### config.mk
export PLATFORM = sky130hd
export DESIGN_NAME = tweak_enc_loader
export DESIGN_NICKNAME = d
export VERILOG_FILES = /design/src/rtl/tweak_enc_pkg.sv /design/src/rtl/tweak_enc_pack.sv /design/src/rtl/tweak_enc_loader.sv
export SDC_FILE = /design/constraint.sdc
export NUM_CORES = 1
export LEC_CHECK = 0
export ABC_AREA = 1
export BUFFER_PORTS_ARGS = -buffer_cell sky130_fd_sc_hd__buf_2
export CORE_MARGIN = 3
export CORE_UTILIZATION = 41
export DETAILED_ROUTE_END_ITERATION = 7
export PLACE_DENSITY = 0.67
export SYNTH_ARGS = -nofsm -noshare
export SYNTH_HDL_FRONTEND = slang
export SYNTH_HIERARCHICAL = 1
export SYNTH_SLANG_ARGS = --single-unit
### constraint.sdc
create_clock -name CLK -period 7.8 [get_ports CLK]
set_clock_uncertainty 0.1 [all_clocks]
set_input_delay 1.17 -clock CLK [delete_from_list [all_inputs] [get_ports CLK]]
set_output_delay 1.17 -clock CLK [all_outputs]
set_load 0.05 [all_outputs]
### src/rtl/tweak_enc_pkg.sv
// Shared encoding constants, field widths and loader FSM state codes for the
// instruction encoder/loader.
package tweak_enc_pkg;

  localparam int EW = 2;
  localparam int IW = 6;
  localparam int RW = 12;
  localparam int DW = 24;

  localparam logic [EW-1:0] ENC_0OP = 2'd0;
  localparam logic [EW-1:0] ENC_1OP = 2'd1;
  localparam logic [EW-1:0] ENC_2OP = 2'd2;
  localparam logic [EW-1:0] ENC_3OP = 2'd3;

  localparam logic [1:0] ST_IDLE = 2'd0;
  localparam logic [1:0] ST_LOAD = 2'd1;
  localparam logic [1:0] ST_DONE = 2'd2;

  typedef struct packed {
    logic [EW-1:0] ecode;
    logic [IW-1:0] icode;
    logic [RW-1:0] rcode;
    logic [DW-1:0] dcode;
  } fields_t;

endpackage

### src/rtl/tweak_enc_pack.sv
// Combinational field packer: the exact inverse of the decoder's per-encoding
// split, plus a flag saying whether the fields survived packing intact.
module tweak_enc_pack
  import tweak_enc_pkg::*;
(
  input  logic [EW-1:0] ecode,
  input  logic [IW-1:0] icode,
  input  logic [RW-1:0] rcode,
  input  logic [DW-1:0] dcode,
  output logic [31:0]   word,
  output logic          fit
);

  logic [23:0] lo;

  // Each encoding trades rcode bits for dcode bits; anything outside the kept
  // window is dropped and flagged.
  always_comb begin
    lo  = dcode;
    fit = 1'b0;
    case (ecode)
      ENC_0OP: begin
        lo  = dcode;
        fit = (rcode == '0);
      end
      ENC_1OP: begin
        lo  = {rcode[11:8], dcode[23:4]};
        fit = (rcode[7:0] == 8'h0) && (dcode[3:0] == 4'h0);
      end
      ENC_2OP: begin
        lo  = {dcode[23:8], rcode[11:4]};
        fit = (rcode[3:0] == 4'h0) && (dcode[7:0] == 8'h0);
      end
      ENC_3OP: begin
        lo  = {dcode[23:12], rcode[11:0]};
        fit = (dcode[11:0] == 12'h0);
      end
      default: ;
    endcase
  end

  assign word = {ecode, icode, lo};

endmodule

### src/rtl/tweak_enc_loader.sv
// Instruction encoder/loader: packs field sets into words, buffers them in a
// small FIFO and streams them into imem at wrapping addresses when granted.
module tweak_enc_loader
  import tweak_enc_pkg::*;
#(
  parameter int NUMWORDS   = 8,
  parameter int AW         = 4,
  parameter int FIFO_DEPTH = 2
) (
  input  logic          CLK,
  input  logic          NRES,
  input  logic          start,
  input  logic [AW-1:0] base_addr,
  input  logic [AW:0]   count,
  output logic          busy,
  output logic          done,
  input  logic          in_valid,
  output logic          in_ready,
  input  logic [1:0]    in_ecode,
  input  logic [5:0]    in_icode,
  input  logic [11:0]   in_rcode,
  input  logic [23:0]   in_dcode,
  input  logic          mem_gnt,
  output logic          mem_we,
  output logic [AW-1:0] mem_addr,
  output logic [31:0]   mem_wdata,
  output logic          fit_err,
  output logic [7:0]    err_count
);

  localparam int PW = (FIFO_DEPTH > 1) ? $clog2(FIFO_DEPTH) : 1;
  localparam int OW = $clog2(FIFO_DEPTH + 1);
  localparam logic [AW-1:0] AMASK = AW'(NUMWORDS - 1);
  localparam logic [AW:0]   NW    = (AW+1)'(NUMWORDS);

  logic [1:0]    state_q, state_d;
  logic [AW-1:0] addr_q, addr_d;
  logic [AW:0]   total_q, total_d;
  logic [AW:0]   acc_q, acc_d;
  logic [AW:0]   wr_q, wr_d;
  logic [PW-1:0] rd_ptr_q, rd_ptr_d;
  logic [PW-1:0] wr_ptr_q, wr_ptr_d;
  logic [OW-1:0] occ_q, occ_d;
  logic [31:0]   fifo_q [FIFO_DEPTH];
  logic [31:0]   fifo_d [FIFO_DEPTH];
  logic          fit_err_q, fit_err_d;
  logic [7:0]    err_cnt_q, err_cnt_d;

  fields_t     in_f;
  logic [31:0] pk_word;
  logic        pk_fit;
  logic [AW:0] clamp;
  logic        full, empty, push, pop;

  assign in_f = '{ecode: in_ecode, icode: in_icode, rcode: in_rcode, dcode: in_dcode};

  tweak_enc_pack u_pack (
    .ecode (in_f.ecode),
    .icode (in_f.icode),
    .rcode (in_f.rcode),
    .dcode (in_f.dcode),
    .word  (pk_word),
    .fit   (pk_fit)
  );

  assign clamp = (count > NW) ? NW : count;
  assign full  = (occ_q == OW'(FIFO_DEPTH));
  assign empty = (occ_q == '0);

  // Ready looks only at registered occupancy, so a full FIFO never accepts
  // even when a pop happens in the same cycle.
  assign in_ready  = (state_q == ST_LOAD) && !full && (acc_q < total_q);
  assign push      = in_valid && in_ready;
  assign mem_we    = (state_q == ST_LOAD) && !empty && mem_gnt;
  assign pop       = mem_we;
  assign mem_addr  = addr_q;
  assign mem_wdata = fifo_q[rd_ptr_q];
  assign busy      = (state_q == ST_LOAD);
  assign done      = (state_q == ST_DONE);
  assign fit_err   = fit_err_q;
  assign err_count = err_cnt_q;

  always_comb begin
    state_d   = state_q;
    addr_d    = addr_q;
    total_d   = total_q;
    acc_d     = acc_q;
    wr_d      = wr_q;
    rd_ptr_d  = rd_ptr_q;
    wr_ptr_d  = wr_ptr_q;
    occ_d     = occ_q;
    fifo_d    = fifo_q;
    fit_err_d = push && !pk_fit;
    err_cnt_d = err_cnt_q;

    if (push) begin
      fifo_d[wr_ptr_q] = pk_word;
      wr_ptr_d = (wr_ptr_q == PW'(FIFO_DEPTH - 1)) ? '0 : wr_ptr_q + PW'(1);
      acc_d    = acc_q + (AW+1)'(1);
      if (!pk_fit && err_cnt_q != 8'hFF) err_cnt_d = err_cnt_q + 8'd1;
    end
    if (pop) begin
      rd_ptr_d = (rd_ptr_q == PW'(FIFO_DEPTH - 1)) ? '0 : rd_ptr_q + PW'(1);
      addr_d   = (addr_q + AW'(1)) & AMASK;
      wr_d     = wr_q + (AW+1)'(1);
    end
    case ({push, pop})
      2'b10:   occ_d = occ_q + OW'(1);
      2'b01:   occ_d = occ_q - OW'(1);
      default: ;
    endcase

    case (state_q)
      ST_IDLE: if (start) begin
        addr_d  = base_addr & AMASK;
        total_d = clamp;
        acc_d   = '0;
        wr_d    = '0;
        state_d = (clamp == '0) ? ST_DONE : ST_LOAD;
      end
      // Every accepted word has been written once wr reaches total.
      ST_LOAD: if (wr_d == total_q && occ_d == '0) state_d = ST_DONE;
      ST_DONE: state_d = ST_IDLE;
      default: state_d = ST_IDLE;
    endcase
  end

  always_ff @(posedge CLK or negedge NRES) begin
    if (!NRES) begin
      state_q   <= ST_IDLE;
      addr_q    <= '0;
      total_q   <= '0;
      acc_q     <= '0;
      wr_q      <= '0;
      rd_ptr_q  <= '0;
      wr_ptr_q  <= '0;
      occ_q     <= '0;
      fifo_q    <= '{default: '0};
      fit_err_q <= 1'b0;
      err_cnt_q <= '0;
    end else begin
      state_q   <= state_d;
      addr_q    <= addr_d;
      total_q   <= total_d;
      acc_q     <= acc_d;
      wr_q      <= wr_d;
      rd_ptr_q  <= rd_ptr_d;
      wr_ptr_q  <= wr_ptr_d;
      occ_q     <= occ_d;
      fifo_q    <= fifo_d;
      fit_err_q <= fit_err_d;
      err_cnt_q <= err_cnt_d;
    end
  end

endmodule

==> results.toml <==
[critical_path]
worst_path_largest_cell_delay_ns = 0.36
path_max_fanout = 4
worstPathRequired_ns = 6.53
critical-path-top-cell-by-count = "a21oi_1"
crit_buf_inv = 2
reg2reg_from = "total_q[2]"
critPathTopFamily = "compound AO/OA/AOI/OAI gates"
cp-end-kind = "primary output"
crit_chain = "inv_1 -> ha_1 -> a21oi_1 -> o21ai_0 -> a21oi_1 -> and2_1 -> buf_2"
slowest_stage = "dfrtp_1"
worstSetupStartpointType = "flop"
criticalPathCategory = "reg -> out"
r2r_slack_ns = 4.75
critical_path_arrival_ns = 2.05
reg2reg_depth = 18
r2r_end = "state_q[0]"

[route]
drt_wl_total_um = 12600
drt-initial-drc-count = 323
vias = 4737
drtAntennaViolNets = 0
avgViaCountPerCell = 4.84
routedWlPerCell_um = 12.9
drt_first_pass_iters = 4
drc_errors = 0

[synthesis]
netlist-cell-type-count = 34
syn_area_per_cell_um2 = 7.56
syn_inst = 720
syn_nets = 787
synthesis.area_um2 = 5440
ys_seq_area_share_pct = 45.0
yosysWarnings = 6
ys_ff_latch = 98

[pwr]
p_leak_nw = 3.19
p_seq_share_pct = 32.2
internal_power_mw = 1.34
clockPowerShare_pct = 16.6
powerDensity_nw_per_um2 = 438
vdd_drop_max_v = 0.000215
switching_share_pct = 51.1
switchingPower_mw = 1.40
combPwrFrac_pct = 51.1

[run]
max-cap-violations = 0

[global_routing]
antenna_found_initial = 0
grt_pass1_vias = 4303
grt_pass1_wl_um = 21000
overflow = 0
grt_usage_pct = 17.9
grt_max_degree = 66

[cts]
cts-htree-levels = 3
post_cts_buffers = 0
cts_tree = "built"
clockRootBuffer = "clkbuf_16"
clock_path_buffers = 2
cts_buffers = 9
clk_pin_slew_worst_paths_ns = 0.07
holdBufCountCts = 0
cts_resized = 0
cts.sinks = 98
clock_latency_ns = 0.34

[finish]
postLayoutCellArea_um2 = 6260
drive_above_1_share_pct = 18.3
fill_cells = 1325
finalNetCount = 869
antenna_cells = 0
syn_to_final_growth_pct = 14.9

[worst_hold_path]
holdCritStartpoint = "fifo_q[21]"
worstHoldEndpoint = "fifo_q[21]"
hold_depth = 2
holdCritPathClass = "reg -> reg"

[floorplan]
rows = 41
ios = 107
die_y_um = 121
start_util_pct = 42.4
design.die.area_um2 = 14700
core-area_um2 = 12800
die_w_um = 121

[placed_design]
place_hpwl_um = 8830
dpl_cell_area_um2 = 5950
gp_congestion = 0.884
port_buffers = 105

[sta]
hold_viol = 0
final-setup-viol-count = 0
relSlewSlack_pct = 30.8
tightestPinTransition_ns = 1.04
drv_slew = 0
timing.fmax_ghz = 0.302
period_share_pct = 42.5
period_minus_slack_ns = 3.32
rsz0062_at_grt = "no"
final.setup.tns_ns = 0

[status]
status = "finished clean"
-- synthesized netlist by cell type --
library cell | count | share of area (%)
buf_1 | 1 | 0.069
and2_1 | 1 | 0.11
buf_4 | 13 | 1.8
inv_4 | 1 | 0.11
nand2_2 | 2 | 0.23
nor2_4 | 2 | 0.41
clkbuf_1 | 9 | 0.62
o21a_4 | 1 | 0.28
mux2i_1 | 1 | 0.18
nor4_1 | 1 | 0.11
buf_2 | 6 | 0.55
nor2_2 | 1 | 0.11
o211ai_1 | 1 | 0.14
a21oi_1 | 14 | 1.3
inv_2 | 5 | 0.34
nor2_1 | 38 | 2.6
o21ai_0 | 79 | 7.3
a31oi_1 | 2 | 0.23
nor2_8 | 3 | 1.1
buf_6 | 10 | 2.1
a211oi_1 | 2 | 0.28
nand3_2 | 5 | 0.92
xnor2_1 | 9 | 1.4
nor3_1 | 1 | 0.092
ha_1 | 9 | 2.1
nand2_1 | 261 | 18
inv_1 | 67 | 4.6
xor2_1 | 7 | 1.1
nor3b_1 | 1 | 0.14
nand4_1 | 11 | 1.3
or2_2 | 1 | 0.11
o21ai_1 | 33 | 3.0
dfrtp_1 | 98 | 45
nand3_1 | 24 | 2.2
-- worst max path at each step --
| stage | start | cells after the start | endpoint |
|---|---|---|---|
| 2_1_floorplan | rd_ptr_q | 3 | mem_wdata[23] |
| 3_3_place_gp | in_valid | 13 | state_q[1] |
| 3_5_place_dp | in_valid | 14 | state_q[0] |
| 4_1_cts | total_q[2] | 7 | in_ready |
| 5_1_grt | total_q[2] | 7 | in_ready |
| 6_report | total_q[2] | 7 | in_ready |
-- state kept, by name, indices dropped and copies added, names as in the netlist, 2 cells and up --
name       cells
state_q        2
wr_q           5
occ_q          2
err_count      8
acc_q          5
mem_addr       4
total_q        5
fifo_q        64
-- layout by cell type, fill, tap and decap left out, types with 3 or more instances in the layout --
cell type / instances
nand3_2: 5
clkbuf_16: 9
nor2_1: 38
o21ai_1: 33
inv_1: 67
nor2_8: 3
buf_4: 6
a21oi_1: 14
nand2_1: 261
xor2_1: 7
nand4_1: 11
xnor2_1: 9
buf_2: 104
inv_2: 5
dfrtp_1: 97
inv_6: 4
o21ai_0: 79
ha_1: 9
nand3_1: 24
-- power by group through the flow --
stage / clock [mW] / combinational (mW) / sequential [mW]
after floorplan: 0 / 1.09 / 0.894
after global placement: 0 / 1.40 / 0.888
after detailed placement: 0 / 1.41 / 0.896
after CTS: 0.470 / 1.42 / 0.886
after global routing: 0.490 / 1.55 / 0.917
final: 0.456 / 1.40 / 0.884
-- per-stage QoR --
stage	utilization (%)	hold WS [ns]	setup slack [ns]	power, mW	instances
floorplan	-	0.347	4.69	1.98	720
global placement	46.4	0.365	4.54	2.29	963
detailed placement	46.4	0.369	4.54	2.31	963
CTS	48.8	0.385	4.45	2.77	979
global route	48.8	0.405	4.28	2.96	979
finish	48.8	0.381	4.48	2.74	979
-- metal layers --
layer	GRT usage, %	share of wire [%]	vias up
li1	-	-	2437
met1	26.1	49	2185
met2	26.8	44	108
met3	3.50	5.6	7
met4	5.46	0.94	0
met5	0	0	-
-- worst reg2reg max path, stage by stage, from the launching register on --
cell     delay, ns
dfrtp_1       0.36
inv_1         0.13
ha_1          0.27
a21oi_1       0.13
o21ai_0       0.08
a21oi_1       0.24
nand3_2       0.09
buf_4         0.30
ha_1          0.39
inv_1         0.08
nand3_1       0.07
nand2_1       0.06
nand2_1       0.06
nor2_1        0.14
nand3_1       0.09
nor2_1        0.09
nand3_1       0.12
nand2_1       0.08
nand2_1       0.05
-- layout make-up --
class	instances	area [um2]	area share [%]
clock buffer	9	225	3.60
clock inverter	7	82.6	1.32
inverter	73	277	4.42
multi-input combinational	510	2440	39.0
sequential	98	2450	39.2
tap	172	215	3.44
timing repair buffer	110	566	9.04
-- logic make-up (layout without fill, tap and decap cells) --
logic type / count (synthesis) / after routing / share of synthesized area (%)
AND/OR/NAND/NOR: 352 / 352 / 27.4
AO/OA/AOI/OAI: 132 / 132 / 12.5
buffers and inverters: 112 / 199 / 10.2
flip-flops: 98 / 98 / 45.0
XOR/XNOR: 16 / 16 / 2.57
adder cells (fa/ha/maj): 9 / 9 / 2.07
multiplexers: 1 / 1 / 0.184
No activity file was read; power rests on OpenSTA's default activity.
